$ cat src/rtl/tomasulo_rs_n.sv
// Tomasulo reservation station with ENTRIES slots.
// Each entry holds one issued instruction and snoops the CDB for its pending operands.
// The station dispatches the oldest ready entry whenever the FU can accept one.
// An entry stays occupied until its own result label is broadcast on the CDB.
module tomasulo_rs_n #(
  parameter int ENTRIES    = 3,
  parameter int DATA_W     = 32,
  parameter int LABEL_W    = 4,
  parameter int OP_W       = 2,
  parameter int LABEL_BASE = 1
) (
  input  logic                         clk,
  input  logic                         nRST,
  input  logic                         WEN,
  input  logic [OP_W-1:0]              opCode,
  input  logic [DATA_W-1:0]            dataIn1,
  input  logic [LABEL_W-1:0]           label1,
  input  logic [DATA_W-1:0]            dataIn2,
  input  logic [LABEL_W-1:0]           label2,
  input  logic                         BCEN,
  input  logic [LABEL_W-1:0]           BClabel,
  input  logic [DATA_W-1:0]            BCdata,
  input  logic                         EXEable,
  input  logic                         flush,
  output logic                         isFull,
  output logic [LABEL_W-1:0]           writeable_labelOut,
  output logic [OP_W-1:0]              opOut,
  output logic [DATA_W-1:0]            dataOut1,
  output logic [DATA_W-1:0]            dataOut2,
  output logic                         OutEn,
  output logic [LABEL_W-1:0]           ready_labelOut,
  output logic [$clog2(ENTRIES+1)-1:0] occupancy
);

  localparam int IDX_W = (ENTRIES > 1) ? $clog2(ENTRIES) : 1;
  localparam int OCC_W = $clog2(ENTRIES + 1);

  typedef logic [IDX_W-1:0] idx_t;
  typedef enum logic [1:0] {ST_FREE, ST_WAIT, ST_READY, ST_EXEC} ent_state_e;

  // Per-entry control state and age relation.
  // older_q[i][j] is set when entry i was allocated before entry j.
  ent_state_e         state_q [ENTRIES];
  ent_state_e         state_d [ENTRIES];
  logic [ENTRIES-1:0] older_q [ENTRIES];
  logic [ENTRIES-1:0] older_d [ENTRIES];

  // Per-entry payload
  logic [OP_W-1:0]    op_q [ENTRIES];
  logic [OP_W-1:0]    op_d [ENTRIES];
  logic [DATA_W-1:0]  v1_q [ENTRIES];
  logic [DATA_W-1:0]  v1_d [ENTRIES];
  logic [DATA_W-1:0]  v2_q [ENTRIES];
  logic [DATA_W-1:0]  v2_d [ENTRIES];
  logic [LABEL_W-1:0] q1_q [ENTRIES];
  logic [LABEL_W-1:0] q1_d [ENTRIES];
  logic [LABEL_W-1:0] q2_q [ENTRIES];
  logic [LABEL_W-1:0] q2_d [ENTRIES];

  // Dispatch port and occupancy registers
  logic               out_en_q, out_en_d;
  logic [OP_W-1:0]    op_out_q, op_out_d;
  logic [DATA_W-1:0]  data1_q, data1_d;
  logic [DATA_W-1:0]  data2_q, data2_d;
  logic [LABEL_W-1:0] rdy_label_q, rdy_label_d;
  logic [OCC_W-1:0]   occ_q, occ_d;

  logic alloc_found, disp_found, is_oldest;
  idx_t alloc_idx, disp_idx;
  logic do_alloc, do_disp;
  logic byp1, byp2;
  logic [LABEL_W-1:0] new_q1, new_q2;

  function automatic logic [LABEL_W-1:0] own_label(input int i);
    return LABEL_W'(LABEL_BASE + i);
  endfunction

  // Allocation target: the lowest-index FREE entry in the registered state.
  always_comb begin
    // NOTE: every signal written here gets a default first, so no path leaves one unassigned and infers a latch.
    alloc_found = 1'b0;
    alloc_idx   = '0;
    for (int i = ENTRIES - 1; i >= 0; i--) begin
      if (state_q[i] == ST_FREE) begin
        alloc_found = 1'b1;
        alloc_idx   = idx_t'(i);
      end
    end
  end

  // Dispatch candidate: the READY entry that is older than every other READY entry.
  always_comb begin
    disp_found = 1'b0;
    disp_idx   = '0;
    is_oldest  = 1'b0;
    for (int i = 0; i < ENTRIES; i++) begin
      is_oldest = (state_q[i] == ST_READY);
      for (int j = 0; j < ENTRIES; j++) begin
        if (j != i && state_q[j] == ST_READY && !older_q[i][j]) is_oldest = 1'b0;
      end
      if (is_oldest) begin
        disp_found = 1'b1;
        disp_idx   = idx_t'(i);
      end
    end
  end

  assign do_alloc = WEN && alloc_found && !flush;
  assign do_disp  = EXEable && disp_found && !flush;

  // Issue-cycle CDB bypass: an operand whose producer is broadcasting now is captured directly.
  assign byp1   = BCEN && (label1 != '0) && (label1 == BClabel);
  assign byp2   = BCEN && (label2 != '0) && (label2 == BClabel);
  assign new_q1 = byp1 ? '0 : label1;
  assign new_q2 = byp2 ? '0 : label2;

  // Entry next state: flush, CDB wakeup, dispatch, free and allocation.
  always_comb begin
    // NOTE: combinational logic uses blocking '=' so later statements see earlier results; flops below use '<='.
    state_d = state_q;
    older_d = older_q;
    op_d    = op_q;
    v1_d    = v1_q;
    v2_d    = v2_q;
    q1_d    = q1_q;
    q2_d    = q2_q;
    if (flush) begin
      for (int i = 0; i < ENTRIES; i++) begin
        state_d[i] = ST_FREE;
        older_d[i] = '0;
      end
    end else begin
      for (int i = 0; i < ENTRIES; i++) begin
        case (state_q[i])
          ST_WAIT: begin
            if (BCEN && q1_q[i] != '0 && q1_q[i] == BClabel) begin
              v1_d[i] = BCdata;
              q1_d[i] = '0;
            end
            if (BCEN && q2_q[i] != '0 && q2_q[i] == BClabel) begin
              v2_d[i] = BCdata;
              q2_d[i] = '0;
            end
            if (q1_d[i] == '0 && q2_d[i] == '0) state_d[i] = ST_READY;
          end
          ST_READY: if (do_disp && disp_idx == idx_t'(i)) state_d[i] = ST_EXEC;
          ST_EXEC:  if (BCEN && BClabel == own_label(i)) state_d[i] = ST_FREE;
          default: ;
        endcase
      end
      if (do_alloc) begin
        op_d[alloc_idx]    = opCode;
        v1_d[alloc_idx]    = byp1 ? BCdata : dataIn1;
        v2_d[alloc_idx]    = byp2 ? BCdata : dataIn2;
        q1_d[alloc_idx]    = new_q1;
        q2_d[alloc_idx]    = new_q2;
        state_d[alloc_idx] = (new_q1 == '0 && new_q2 == '0) ? ST_READY : ST_WAIT;
        // The new entry is younger than every other entry.
        for (int j = 0; j < ENTRIES; j++) begin
          older_d[alloc_idx][j] = 1'b0;
          older_d[j][alloc_idx] = (idx_t'(j) != alloc_idx);
        end
      end
    end
  end

  // Dispatch port: load from the selected entry, otherwise hold the data and drop the pulse.
  always_comb begin
    out_en_d    = do_disp;
    op_out_d    = op_out_q;
    data1_d     = data1_q;
    data2_d     = data2_q;
    rdy_label_d = rdy_label_q;
    if (do_disp) begin
      op_out_d    = op_q[disp_idx];
      data1_d     = v1_q[disp_idx];
      data2_d     = v2_q[disp_idx];
      rdy_label_d = LABEL_W'(LABEL_BASE) + LABEL_W'(disp_idx);
    end
  end

  // Occupancy after this cycle's allocation, frees and flush.
  always_comb begin
    occ_d = '0;
    for (int i = 0; i < ENTRIES; i++) begin
      if (state_d[i] != ST_FREE) occ_d = occ_d + OCC_W'(1);
    end
  end

  // Control, age and output registers, cleared by reset.
  always_ff @(posedge clk or negedge nRST) begin
    if (!nRST) begin
      for (int i = 0; i < ENTRIES; i++) begin
        state_q[i] <= ST_FREE;
        older_q[i] <= '0;
      end
      out_en_q    <= 1'b0;
      op_out_q    <= '0;
      data1_q     <= '0;
      data2_q     <= '0;
      rdy_label_q <= '0;
      occ_q       <= '0;
    end else begin
      state_q     <= state_d;
      older_q     <= older_d;
      out_en_q    <= out_en_d;
      op_out_q    <= op_out_d;
      data1_q     <= data1_d;
      data2_q     <= data2_d;
      rdy_label_q <= rdy_label_d;
      occ_q       <= occ_d;
    end
  end

  // Payload storage.
  always_ff @(posedge clk) begin
    // NOTE: payload is not reset; it is only read from non-FREE entries, and every allocation rewrites it.
    op_q <= op_d;
    v1_q <= v1_d;
    v2_q <= v2_d;
    q1_q <= q1_d;
    q2_q <= q2_d;
  end

  assign isFull             = !alloc_found;
  assign writeable_labelOut = alloc_found ? (LABEL_W'(LABEL_BASE) + LABEL_W'(alloc_idx)) : '0;
  assign OutEn              = out_en_q;
  assign opOut              = op_out_q;
  assign dataOut1           = data1_q;
  assign dataOut2           = data2_q;
  assign ready_labelOut     = rdy_label_q;
  assign occupancy          = occ_q;

endmodule

$ cat config.mk
export PLATFORM = sky130hd
export DESIGN_NAME = tomasulo_rs_n
export DESIGN_NICKNAME = d
export VERILOG_FILES = /design/src/rtl/tomasulo_rs_n.sv
export SDC_FILE = /design/constraint.sdc
export NUM_CORES = 1
export LEC_CHECK = 0
export ABC_AREA = 1
export CAP_MARGIN = 30
export CORE_MARGIN = 1.5
export CORE_UTILIZATION = 45
export CTS_CLUSTER_DIAMETER = 60
export DETAILED_ROUTE_END_ITERATION = 16
export MAX_ROUTING_LAYER = met4
export PLACE_DENSITY = 0.72
export SLEW_MARGIN = 20
export SYNTH_ARGS = -nofsm -noshare
export SYNTH_HDL_FRONTEND = slang
export SYNTH_SLANG_ARGS = --single-unit
$ cat constraint.sdc
create_clock -name clk -period 2.9 [get_ports clk]
set_input_delay 0.87 -clock clk [delete_from_list [all_inputs] [get_ports clk]]
set_output_delay 0.87 -clock clk [all_outputs]
set_load 0.02 [all_outputs]
==> summary.md, run 1 <==
| Metric | Value |
|---|---|
| Result of the run | `finished, final reports clean` |
| DP Wirelength | `40.1 mm` |
| Critical setup path kind | `flop to output pin` |
| Asr flop ratio synth | `27.5%` |
| Total power after layout | `15.3 mW` |
| Startpoint kind of the worst setup timing path | `flop` |
| Vertical extent of the die | `199 um` |
| Combinational share of power | `29.2%` |
| CP max FO | `4` |
| Highest routed metal layer | `met4` |
| Leakage power | `8.95 nW` |
| Fraction of the cycle the final worst path needs | `95.3%` |
| Final setup violating endpoints | `0` |
| Number of setup buffers added after CTS | `0` |
| Post-Place Cell Area | `20500 um^2` |
| Initial antenna violation count | `2` |
| Clock Sinks | `306` |
| Final weighted congestion of routability-driven global placement | `0.909` |
| Buffer levels on the longest clock path | `3` |
| IR Drop Worst-Case VDD | `0.440 mV` |
| Share of layout cells above drive strength 1 | `11.1%` |
| Share of Yosys cell area claimed by the top area cell type | `38.6%` |
| P per Cell Area | `704 nW/um^2` |
| Critical Path Sink Type | `output pin` |
| Leading cell type in the layout, fill and taps excluded | `sky130_fd_sc_hd__nand2_1` |
| Final-layout fill cell count | `3343` |
| Residual DRC count | `0` |
| Row count | `71` |
| Number of global-route vias before repair | `15700` |
| Cells after synthesis | `2077` |
| Number of synthesized register bits | `306` |
| Commonest cells after routing, fill and taps aside | `525 x sky130_fd_sc_hd__nand2_1, 309 x sky130_fd_sc_hd__o21ai_0, 222 x sky130_fd_sc_hd__edfxtp_1` |
| Transition time of the tightest slew-check pin | `0.694 ns` |
| Hold Path Class | `input port to async pin` |
| Max-capacitance violation count | `0` |
| Count of flip-flops with a built-in enable after synthesis | `222` |
| Routed wirelength normalized by instance count | `21.1 um` |
| Relative slew slack | `53.7%` |
| Fin. Hold Viols | `0` |
| Yosys cell types | `47` |
| Arrival time at the worst endpoint | `1.89 ns` |
| Post-synthesis sequential area ratio | `50.8%` |
| Core Footprint | `37800 um^2` |
| TritonCTS clock tree | `built` |
| Number of vias in the routed layout | `16400` |
| Cell taking the most area after synthesis | `sky130_fd_sc_hd__edfxtp_1` |
| WL met2 | `27.9 mm` |
| Number of nets in the layout | `2416` |
| Internal Pwr Total | `10.3 mW` |
| Total gr overflow | `0` |
| Sw power | `4.97 mW` |
| Met3 wirelength from detailed routing | `5.42 mm` |
| Number of search-and-repair iterations in the first detailed-routing pass | `6` |
| Number of pins with negative max-slew slack in the final report | `0` |
| Clock transition at the register clock pins on the worst setup and hold paths after CTS | `0.06 ns` |
| Synth top area cells | `sky130_fd_sc_hd__edfxtp_1 39%, sky130_fd_sc_hd__dfrtp_1 12%, sky130_fd_sc_hd__nand2_1 11%, sky130_fd_sc_hd__o21ai_0 9.0%, sky130_fd_sc_hd__inv_1 4.7%` |
| Area of the mapped netlist | `17300 um^2` |
| Shortest period the worst path allows | `2.76 ns` |
| CTS root buffer | `sky130_fd_sc_hd__clkbuf_16` |
| Maximum number of pins on one net before global-route repair | `94` |
| Overall routed net length | `59.9 mm` |
| Average vias per placed instance | `5.79` |
| Depth of the CTS H-tree | `2` |
| Total die area | `39600 um^2` |
| Number of CTS-inserted buffers | `36` |
| Clock power share | `29.7%` |
| Setup repair after global routing missed its margin | `no` |
| Worst path required time | `2.03 ns` |
| Number of warnings issued by yosys | `0` |
| Worst setup skew after layout | `0.0252 ns` |
| Top_reg_cell synth | `sky130_fd_sc_hd__edfxtp_1` |
| Fraction of power spent switching nets | `32.5%` |
| Initial core utilization | `45.7%` |
| Number of buffers inserted by port buffering | `190` |
| First-iteration detailed-routing DRC count | `1985` |
| Sequential power share | `41.1%` |
| Total track usage | `31.2%` |
| Synth Area per Inst | `8.31 um^2` |
| Wire length of the first global-routing pass | `91.0 mm` |
| Achievable Freq | `362 MHz` |
| Final instance area | `21700 um^2` |
| Area grow syn2layout | `25.7%` |
| Met1 WL | `23.3 mm` |
| Horizontal extent of the die | `199 um` |
| Clock latency reported for the late side of the worst-skew pair | `0.53 ns` |
| Final ANT Viol Nets | `0` |
| I/O pin cnt | `194` |
==> area by class of cell <==
cell class                 count  area (um^2)  share of cell area, %
clock inverter                 6         45.0                  0.208
antenna                        2         5.00                 0.0231
inverter                     231          883                   4.07
timing repair buffer         323         3320                   15.3
sequential                   306         8770                   40.4
clock buffer                  60         1130                   5.22
multi-input combinational   1400         6910                   31.8
tap                          511          639                   2.95
==> cells by family after synthesis <==
| family | count (synthesis) | share of synthesized area, % |
|---|---|---|
| XOR/XNOR | 6 | 0.304 |
| adder cells (fa/ha/maj) | 2 | 0.145 |
| multiplexers | 1 | 0.0580 |
| buffers and inverters | 373 | 9.46 |
| AO/OA/AOI/OAI | 608 | 20.9 |
| flip-flops | 306 | 50.8 |
| other | 1 | 0.0217 |
| AND/OR/NAND/NOR | 780 | 18.3 |
==> sequential cells by signal, summed over array words and instances (netlist names) <==
name / count
state_q: 6
occupancy: 2
opOut: 2
q2_q: 12
v1_q: 96
op_q: 6
v2_q: 96
older_q: 6
dataOut1: 32
OutEn: 1
q1_q: 12
ready_labelOut: 3
dataOut2: 32
==> metrics by stage <==
step	setup TNS, ns	hold slack [ns]	cells	util [%]	setup WS [ns]
after floorplan	0	0.461	2079	-	0.333
after global placement	-6.08	0.462	2771	54.3	-0.126
after detailed placement	-11.86	0.478	2771	54.3	-0.176
after CTS	0	0.271	2837	57.5	0.0107
after global routing	0	0.287	2839	57.5	0.00738
final	0	0.262	2839	57.5	0.137
==> power groups by stage <==
stage / clock network (mW) / logic, mW / registers, mW
CTS: 4.55 / 4.47 / 6.28
detailed placement: 0 / 4.44 / 6.35
floorplan: 0 / 1.85 / 6.77
global placement: 0 / 4.34 / 6.33
global route: 4.72 / 4.82 / 6.37
finish: 4.54 / 4.47 / 6.28
==> cells in the mapped netlist (7+ instances only) <==
library cell               number
sky130_fd_sc_hd__clkbuf_1      33
sky130_fd_sc_hd__o22ai_1       89
sky130_fd_sc_hd__o21ai_1       50
sky130_fd_sc_hd__buf_4         21
sky130_fd_sc_hd__buf_2         76
sky130_fd_sc_hd__nor3_1        15
sky130_fd_sc_hd__o211ai_1      37
sky130_fd_sc_hd__nor2_1       145
sky130_fd_sc_hd__inv_1        216
sky130_fd_sc_hd__a221oi_1       8
sky130_fd_sc_hd__a41oi_2       20
sky130_fd_sc_hd__buf_6          7
sky130_fd_sc_hd__edfxtp_1     222
sky130_fd_sc_hd__nand2_1      525
sky130_fd_sc_hd__nand3_1       67
sky130_fd_sc_hd__inv_2         13
sky130_fd_sc_hd__a41oi_1        9
sky130_fd_sc_hd__dfrtp_1       84
sky130_fd_sc_hd__a21oi_1       69
sky130_fd_sc_hd__o21ai_0      309
==> critical path, cell delays in order, from the launching register on <==
cell	delay, ns
sky130_fd_sc_hd__dfrtp_1	0.41
sky130_fd_sc_hd__inv_1	0.11
sky130_fd_sc_hd__nand2_1	0.14
sky130_fd_sc_hd__nor3_4	0.20
sky130_fd_sc_hd__nor2_1	0.09
sky130_fd_sc_hd__inv_1	0.08
sky130_fd_sc_hd__dlygate4sd2_1	0.35
==> what timing repair did <==
action / CTS / global route
hold buffers: 0 / 0
resized for setup: 5 / 1
endpoints found under the setup margin: 2 / 1
==> final timing paths <==
| check | start | to | slack [ns] | cells past startpoint |
|---|---|---|---|---|
| min in group clk | dataOut2[13] | dataOut2[13] | 0.49 | 2 |
| worst min-delay path | nRST | dataOut2[14] | 0.26 | 1 |
| worst min register to register | dataOut2[13] | dataOut2[13] | 0.49 | 2 |
| worst max-delay path | state_q[1] | writeable_labelOut[1] | 0.14 | 6 |
| worst max register to register | state_q[5] | occupancy[0] | 0.50 | 15 |
| max in group asynchronous | nRST | dataOut1[27] | 1.93 | 2 |
==> routing by layer <==
metal  vias up  global-route usage [%]
met2       960                    49.5
li1       7534                       -
met3       152                    3.78
met5         -                       -
met4         0                    15.5
met1      7787                    39.7
Power figures use the tool's default switching activity.
==> run 2, diff against run 1 <==
--- a/config.mk
+++ b/config.mk
@@ -8,11 +8,11 @@
 export ABC_AREA = 1
 export CAP_MARGIN = 30
 export CORE_MARGIN = 1.5
-export CORE_UTILIZATION = 45
+export CORE_UTILIZATION = 40
 export CTS_CLUSTER_DIAMETER = 60
 export DETAILED_ROUTE_END_ITERATION = 16
 export MAX_ROUTING_LAYER = met4
-export PLACE_DENSITY = 0.72
+export PLACE_DENSITY = 0.58
 export SLEW_MARGIN = 20
 export SYNTH_ARGS = -nofsm -noshare
 export SYNTH_HDL_FRONTEND = slang
==> run 2 against run 1 <==
- global-route usage is 2.1 points lower
- register-to-register slack better by 0.06 ns
- highest routed layer unchanged
- worst hold slack got worse by 0.019 ns
- critical path depth did not move
- total power is 1.8% higher
- cell count grew 1.1%
- first-iteration DRC count fell by 18%
==> summary.md, run 2 (synthesis gave the netlist of run 1 again) <==
| Metric | Value |
|---|---|
| Maximum number of pins on one net before global-route repair | `91 (-3.2%)` |
| Number of search-and-repair iterations in the first detailed-routing pass | `5 (-1)` |
| Number of pins with negative max-slew slack in the final report | `0 (unchanged)` |
| Critical Path Sink Type | `output pin` |
| Fin. Hold Viols | `0 (unchanged)` |
| Max-capacitance violation count | `0 (unchanged)` |
| Combinational share of power | `28.6% (-0.6 points)` |
| Overall routed net length | `63.0 mm (+5.2%)` |
| Clock power share | `30.9% (+1.2 points)` |
| Clock latency reported for the late side of the worst-skew pair | `0.56 ns (+0.03 ns)` |
| Arrival time at the worst endpoint | `1.91 ns (+0.02 ns)` |
| Total track usage | `29.1% (-2.1 points)` |
| Routed wirelength normalized by instance count | `21.9 um (+4.1%)` |
| Number of global-route vias before repair | `15700 (+0.29%)` |
| Final setup violating endpoints | `0 (unchanged)` |
| Register-to-register setup slack | `0.56 ns (+0.06 ns)` |
| Worst setup skew after layout | `0.0130 ns (-0.0121 ns)` |
| Filler-free cell count of the finished design | `2871 (+1.1%)` |
| Total placed cells including tap cells | `2801 (+1.1%)` |
| Shortest period the worst path allows | `2.78 ns (+0.0195 ns)` |
| CP max FO | `3 (-1)` |
| Final-layout fill cell count | `4022 (+20%)` |
| Critical setup path kind | `flop to output pin` |
| Worst reg2reg path startpoint | `state_q[2]` |
| Horizontal extent of the die | `211 um (+6.0%)` |
| Number of vias in the routed layout | `16200 (-1.4%)` |
| Wire length of the first global-routing pass | `95.0 mm (+4.5%)` |
| Residual DRC count | `0 (unchanged)` |
| DP Wirelength | `42.1 mm (+4.9%)` |
| Sequential power share | `40.5% (-0.6 points)` |
| Min setup slack post-route | `0.118 ns (-0.0195 ns)` |
| Depth of the CTS H-tree | `2 (unchanged)` |
| Internal Pwr Total | `10.5 mW (+1.8%)` |
| Number of CTS-inserted buffers | `38 (+5.6%)` |
| IR Drop Worst-Case VDD | `0.374 mV (-15%)` |
| Placement Setup Slack | `-0.250 ns (-0.0744 ns)` |
| Largest registers | `v1_q: 96 flops, v2_q: 96 flops` |
| Initial antenna violation count | `0 (-2)` |
| Sw power | `5.07 mW (+1.9%)` |
| Vertical extent of the die | `211 um (+6.0%)` |
| Leading cell type in the layout, fill and taps excluded | `sky130_fd_sc_hd__nand2_1` |
| R2r worst-path depth | `11 (-4)` |
| Capture point of the worst reg-to-reg path | `v1_q[40]` |
| Row count | `75 (+5.6%)` |
| TritonCTS clock tree | `built` |
| Total die area | `44400 um^2 (+12%)` |
| Hold Path Class | `input port to async pin` |
| Startpoint kind of the worst setup timing path | `flop` |
| Area grow syn2layout | `26.3%` |
| Share of layout cells above drive strength 1 | `11.2% (+0.10 points)` |
| Fraction of power spent switching nets | `32.5% (about the same)` |
| Transition time of the tightest slew-check pin | `0.540 ns (-0.154 ns)` |
| Setup repair after global routing missed its margin | `no` |
| Total power after layout | `15.6 mW (+1.8%)` |
| Number of setup buffers added after CTS | `0 (unchanged)` |
| Final antenna diode count | `0 (-2)` |
| Clock transition at the register clock pins on the worst setup and hold paths after CTS | `0.06 ns (about the same)` |
| Number of buffers inserted by port buffering | `190 (unchanged)` |
| CTS root buffer | `sky130_fd_sc_hd__clkbuf_16` |
| Commonest cells after routing, fill and taps aside | `525 x sky130_fd_sc_hd__nand2_1, 309 x sky130_fd_sc_hd__o21ai_0, 222 x sky130_fd_sc_hd__edfxtp_1` |
| Core Footprint | `42200 um^2 (+12%)` |
| I/O pin cnt | `194 (unchanged)` |
| Buffer levels on the longest clock path | `3 (unchanged)` |
| Count of hold buffers inserted by post-cts repair | `0 (unchanged)` |
| Clock Sinks | `306 (unchanged)` |
| Total gr overflow | `0 (unchanged)` |
| Fraction of the cycle the final worst path needs | `95.9% (+0.67 points)` |
| P per Cell Area | `714 nW/um^2 (+1.4%)` |
| Worst path required time | `2.03 ns (about the same)` |
| Number of nets in the layout | `2420 (+0.17%)` |
| Achievable Freq | `359 MHz (-0.70%)` |
| Final ANT Viol Nets | `0 (unchanged)` |
| Average vias per placed instance | `5.65 (-2.5%)` |
| Final weighted congestion of routability-driven global placement | `0.871 (-4.2%)` |
| First-iteration detailed-routing DRC count | `1632 (-18%)` |
| Result of the run | `finished, final reports clean` |
| Cells resized by post-CTS repair | `3 (-2)` |
| Initial core utilization | `40.9% (-4.8 points)` |
| Relative slew slack | `64.0% (+10 points)` |
| Leakage power | `8.99 nW (+0.54%)` |
==> run 2: cell types whose count changed in the layout (fill, tap and decap cells not counted), sizes merged <==
cell / previous run / this run
clkinv: 6 / 12
bufinv: 0 / 2
inv: 231 / 230
buf: 134 / 136
clkbuf: 60 / 57
diode: 2 / 0
==> run 2: power by group through the flow <==
| stage | Combinational [mW] | Clock (mW) | Sequential (mW) |
|---|---|---|---|
| 2_1_floorplan | 1.85 | 0 | 6.77 |
| 3_3_place_gp | 4.40 | 0 | 6.38 |
| 3_5_place_dp | 4.46 | 0 | 6.38 |
| 4_1_cts | 4.48 | 4.85 | 6.31 |
| 5_1_grt | 4.84 | 5.00 | 6.39 |
| 6_report | 4.45 | 4.80 | 6.31 |
==> run 2: final cells by class <==
cell class / instances / area, um^2 / share of cell area, %
Clock inverter: 13 / 113 / 0.516
Inverter: 231 / 883 / 4.05
Timing Repair Buffer: 325 / 3340 / 15.3
Sequential cell: 306 / 8770 / 40.2
Tap cell: 539 / 674 / 3.09
Multi-Input combinational cell: 1400 / 6910 / 31.7
Clock buffer: 57 / 1130 / 5.16
==> run 2: worst max-delay path by stage <==
stage	startpoint	end	slack, ns
2_1_floorplan	BClabel[3]	occupancy[0]	0.33
3_3_place_gp	BClabel[2]	occupancy[0]	-0.23
3_5_place_dp	BClabel[2]	occupancy[0]	-0.25
4_1_cts	state_q[0]	isFull	0.01
5_1_grt	state_q[0]	writeable_labelOut[1]	0.002
6_report	state_q[0]	writeable_labelOut[1]	0.12
==> run 2: metal layers <==
layer | up-vias | track usage (%) | part of all wire [%]
li1 | 7536 | - | -
met1 | 7801 | 37.9 | 42
met2 | 758 | 47.4 | 48
met3 | 112 | 3.03 | 7.1
met4 | 0 | 10.2 | 3.2
met5 | - | - | 0
==> run 2: metrics by stage <==
step,area [um^2],TNS [ns],util (%),hold slack (ns)
6_report,21800,0,51.7,0.244
5_1_grt,21800,0,51.7,0.260
4_1_cts,21800,0,51.6,0.242
3_5_place_dp,20600,-18.26,48.7,0.470
3_3_place_gp,20600,-12.19,48.7,0.465
2_1_floorplan,17300,0,-,0.461
==> run 2: critical path, cell delays in order (launching register included) <==
cell and delay [ns]:
sky130_fd_sc_hd__dfrtp_1 0.41, sky130_fd_sc_hd__inv_1 0.11, sky130_fd_sc_hd__nand2_1 0.13, sky130_fd_sc_hd__nor3_2 0.20
sky130_fd_sc_hd__nor2_2 0.09, sky130_fd_sc_hd__inv_1 0.09, sky130_fd_sc_hd__dlygate4sd2_1 0.34
==> RTL edit 1, RTL diff (settings of run 2) <==
Reset style: synchronous (`nRST`), changed in one clocked block.
--- a/src/rtl/tomasulo_rs_n.sv
+++ b/src/rtl/tomasulo_rs_n.sv
@@ -188,7 +188,7 @@
   end
 
   // Control, age and output registers, cleared by reset.
-  always_ff @(posedge clk or negedge nRST) begin
+  always_ff @(posedge clk) begin
     if (!nRST) begin
       for (int i = 0; i < ENTRIES; i++) begin
         state_q[i] <= ST_FREE;
Formal check against the unedited RTL: differs if nRST is asserted again (counterexample within 4 cycles, from zero or initial values and one cycle with nRST low); with nRST held inactive, the same outputs for 4 cycles.
==> RTL edit 1 against run 2 <==
Design area decreased by 2.4%. Via count decreased by 0.93%. Synthesized cell count increased by 0.48%. Setup slack improved by 0.022 ns. Sequential cell count unchanged. Synthesized area decreased by 2.6%. Cell count decreased by 0.31%. Wire length decreased by 2.8%.
Power is not compared: it rests on default switching activity, and its combinational part moved more than twofold at a synthesized area within 25%.
==> RTL edit 1: results <==
timing:
  clock_skew_ns: 0.0145
  hold_violations: 0
  slew_viol_final: 0
  relSlewSlack_pct: 59.9
synthesis:
  async_flop_share_pct: 0
  ys_top_cells_by_count: "411 x nand2_1, 368 x o21ai_0, 242 x inv_1"
  synth_edf_count: 222
  ys.flop_type: "edfxtp_1"
  syn_area_per_cell_um2: 8.06
  synth_warnings: 0
  ys_top_cells_by_area: "edfxtp_1 40%, o21ai_0 11%, dfxtp_1 10%"
  synth-seq-area-share_pct: 49.7
  yosysUniqueCellTypes: 41
placed_design:
  place_ws_ns: -0.377
  hpwl_mm: 41.1
  gp_congestion: 0.892
  numPortBuffers: 191
  postPlaceCellArea_mm2: 0.0200
  dp.cells: 2790
clock_network:
  htree_levels: 2
  ctsLongestPathBuffers: 3
  clkTransAtPathRegs_ns: 0.06
  numCtsBuffers: 39
  root_buffer: "clkbuf_16"
  clock_latency_ns: 0.56
grt:
  antenna_found_initial: 0
  grt_max_degree: 87
  grt_pass1_wl_mm: 93.5
  grt_pass1_vias: 15200
  track_usage_pct: 29.0
detailed_routing:
  wl_per_cell_um: 21.4
  vias: 16100
  firstDrtPassIters: 6
  viasPerCell: 5.61
  first_iter_violations: 1638
finish:
  largestRegisters: "v1_q: 96 flops, v2_q: 96 flops"
  nFillCells: 3891
  drive_above_1_share_pct: 10.3
  diodes: 0
  final_nets: 2422
outcome:
  status: "completed"
flow_run:
  drv_cap: 0
critical_path:
  slowest_stage: "dfxtp_1"
  cp_top_family: "buffers and inverters"
  crit_fanout: 3
  critPathMaxStageDelay_ns: 0.34
worst_hold_path:
  hold_class: "reg2reg"
pwr:
  p_sw_mw: 2.84
  ir_drop_v: 0.000345
  leakage_nw: 8.59
==> RTL edit 1: changes by cell type after synthesis, moves of 38 or more <==
cell	change
o22ai_1	-38
clkbuf_1	+42
dfrtp_1	-84
dfxtp_1	+84
o21ai_0	+59
nand2_1	-114
==> RTL edit 1: cell type report <==
class,count,area (um2),area share (%)
Timing Repair Buffer,316,3150,14.8
Clock inverter,11,115,0.541
Sequential cell,306,8360,39.3
Tap cell,532,666,3.13
Clock buffer,60,1180,5.53
Multi-Input combinational cell,1376,6820,32.0
Inverter,261,1000,4.70
==> RTL edit 1: worst paths after layout <==
check / start / endpoint / slack, ns / depth (start not counted)
max reg2reg: state_q[0] / dataOut1[20] / 0.49 / 9
min reg2reg: ready_labelOut[2] / ready_labelOut[2] / 0.44 / 2
max: state_q[1] / writeable_labelOut[2] / 0.14 / 8
min: ready_labelOut[2] / ready_labelOut[2] / 0.44 / 2
==> RTL edit 1: layer usage <==
metal	share of wire [%]	GRT usage [%]	vias to the layer above
li1	-	-	7610
met1	44	40.5	7600
met2	45	43.9	773
met3	9.3	4.42	74
met4	2.0	7.65	0
met5	0	-	-
==> RTL edit 1: power by group through the flow <==
stage                     Combinational (mW)  Sequential [mW]  Clock, mW
after floorplan                        0.701             5.18          0
after global placement                  1.27             5.20          0
after detailed placement                1.29             5.20          0
after CTS                               1.30             5.12       4.98
after global routing                    1.44             5.15       5.15
final                                   1.30             5.12       4.92
==> RTL edit 1: cell families after synthesis <==
group,Yosys count,synth area share [%]
other cells,1,0.0223
simple gates,700,16.7
compound gates,661,22.8
flops,306,49.7
fa+ha+maj,6,0.447
buf+inv,406,10.0
xor+xnor,7,0.365
==> RTL edit 1: repair_timing <==
action	4_1_cts	5_1_grt
setup endpoints to repair	4	3
hold buffers	0	0
pin swaps	0	1
gates resized for setup	15	9
setup buffers	0	1
==> RTL edit 2, RTL diff (config.mk and constraints of run 2) <==
Without the edit above. The parameter `ENTRIES` goes from 3 to 5.
--- a/src/rtl/tomasulo_rs_n.sv
+++ b/src/rtl/tomasulo_rs_n.sv
@@ -3,7 +3,7 @@
 // The station dispatches the oldest ready entry whenever the FU can accept one.
 // An entry stays occupied until its own result label is broadcast on the CDB.
 module tomasulo_rs_n #(
-  parameter int ENTRIES    = 3,
+  parameter int ENTRIES    = 5,
   parameter int DATA_W     = 32,
   parameter int LABEL_W    = 4,
   parameter int OP_W       = 2,
Interface: changed (resized occupancy); port bits go from 194 to 195. The function was not compared with the original's and may differ.
==> RTL edit 2 against run 2 <==
The run now ends with negative setup slack left. Highest routed layer unchanged. Setup slack lost 0.70 ns. Synthesized cell count is 51% higher. Sequential cell count is 168 higher. Synthesized area increased by 56%. Wire length up 57%. First-iteration DRC count up 62%. Largest power group unchanged. Clock skew up 0.031 ns. Total power increased by 33%. Design area up 58%. Worst hold slack got worse by 0.066 ns. Global-route usage shrank 0.38 points. Critical path depth is 25 higher.
==> RTL edit 2: results <==
outcome:
  status: "finished with violations"
  violations: "negative setup slack"
pwr:
  power_density_mw_per_mm2: 601
  p_sw_share_pct: 30.9
  ir_drop_v: 0.000449
timing:
  clock_skew_ns: 0.0441
  finalSetupViolCount: 50
  setup-tns-final_ns: -12.16
  worst_slack_ns: -0.579
finish:
  nFillCells: 6151
  largestRegisters: "v1_q: 160 flops, v2_q: 160 flops"
  final_nets: 3646
clock_network:
  clock_latency_ns: 0.64
  numCtsBuffers: 56
critical_path:
  crit_fanout: 6
  cp_data_arrival_time_ns: 3.99
  critPathMaxStageDelay_ns: 0.39
placed_design:
  hpwl_mm: 60.4
  numPortBuffers: 193
  dp.cells: 4302
  gp_congestion: 0.935
synthesis:
  synth_cells: 3138
  async_flop_share_pct: 21.9
  synth.area.mux_share_pct: 0
  yosysUniqueCellTypes: 50
  synth-compound-area-share_pct: 26.6
grt:
  grt_pass1_vias: 24900
  antenna_found_initial: 1
  grt_max_degree: 177
[RTL edit 2: cell types whose count changed after synthesis, moves of 57 or more]
cell,delta
nor2_1,+362
o21ai_0,-57
a211oi_1,+255
edfxtp_1,+148
nand2_1,-305
o22ai_1,-73
clkbuf_1,+75
inv_1,-64
o21ai_1,+105
a21oi_1,+523
[RTL edit 2: path summary, 6_finish.rpt]
kind | depth (start not counted) | to | slack [ns] | from
max in group asynchronous | 2 | state_q[3] | 1.99 | nRST
min reg2reg | 2 | ready_labelOut[3] | 0.50 | ready_labelOut[3]
min in group clk | 2 | ready_labelOut[3] | 0.50 | ready_labelOut[3]
min | 1 | dataOut2[10] | 0.18 | nRST
max | 31 | occupancy[2] | -0.58 | state_q[5]
max reg2reg | 31 | occupancy[2] | -0.58 | state_q[5]
[RTL edit 2: metal layers]
layer / up-vias / track usage [%] / routed length, um
li1: 12000 / - / -
met3: 185 / 4.06 / 7660
met2: 1199 / 45.9 / 46600
met1: 12500 / 38.4 / 41900
met4: 0 / 7.39 / 2410
met5: - / - / 0
[RTL edit 2: final cells by class]
type / count / share of cell area, %
multi-input cells: 2209 / 33.7
clock buffers: 76 / 4.57
diodes: 2 / 0.0145
repair buffers: 564 / 15.9
flip-flops and latches: 474 / 39.7
clock inverters: 30 / 0.605
inverters: 211 / 2.35
well taps: 873 / 3.16
[RTL edit 2: critical path, delay by kind of cell, from the launching register on]
family                     cells  cell delay (ns)
DFF                            1             0.39
adders and majority gates      4             0.76
buffers and inverters          8             0.52
and+or+nand+nor               19             1.69
[RTL edit 2: what timing repair did]
item,4_1_cts,5_1_grt
pin swaps,38,21
setup buffers,20,5
setup endpoints to repair,150,124
resized for setup,103,36
hold buffers,0,0
cloned,1,1
[RTL edit 2: power by group through the flow]
stage	clock network (mW)	logic [mW]	registers, mW
floorplan	0	1.86	9.50
global placement	0	4.56	9.15
detailed placement	0	4.62	9.17
CTS	7.00	4.76	9.04
global route	7.26	5.18	9.13
finish	6.92	4.78	9.05
[RTL edit 2: cell families (layout without fill, tap and decap cells)]
| kind of cell | after synthesis | after routing |
|---|---|---|
| other | 1 | 3 |
| AO/OA/AOI/OAI | 1288 | 1288 |
| buffers and inverters | 455 | 881 |
| AND/OR/NAND/NOR | 899 | 899 |
| adder cells (fa/ha/maj) | 14 | 14 |
| flip-flops | 474 | 474 |
| XOR/XNOR | 7 | 7 |
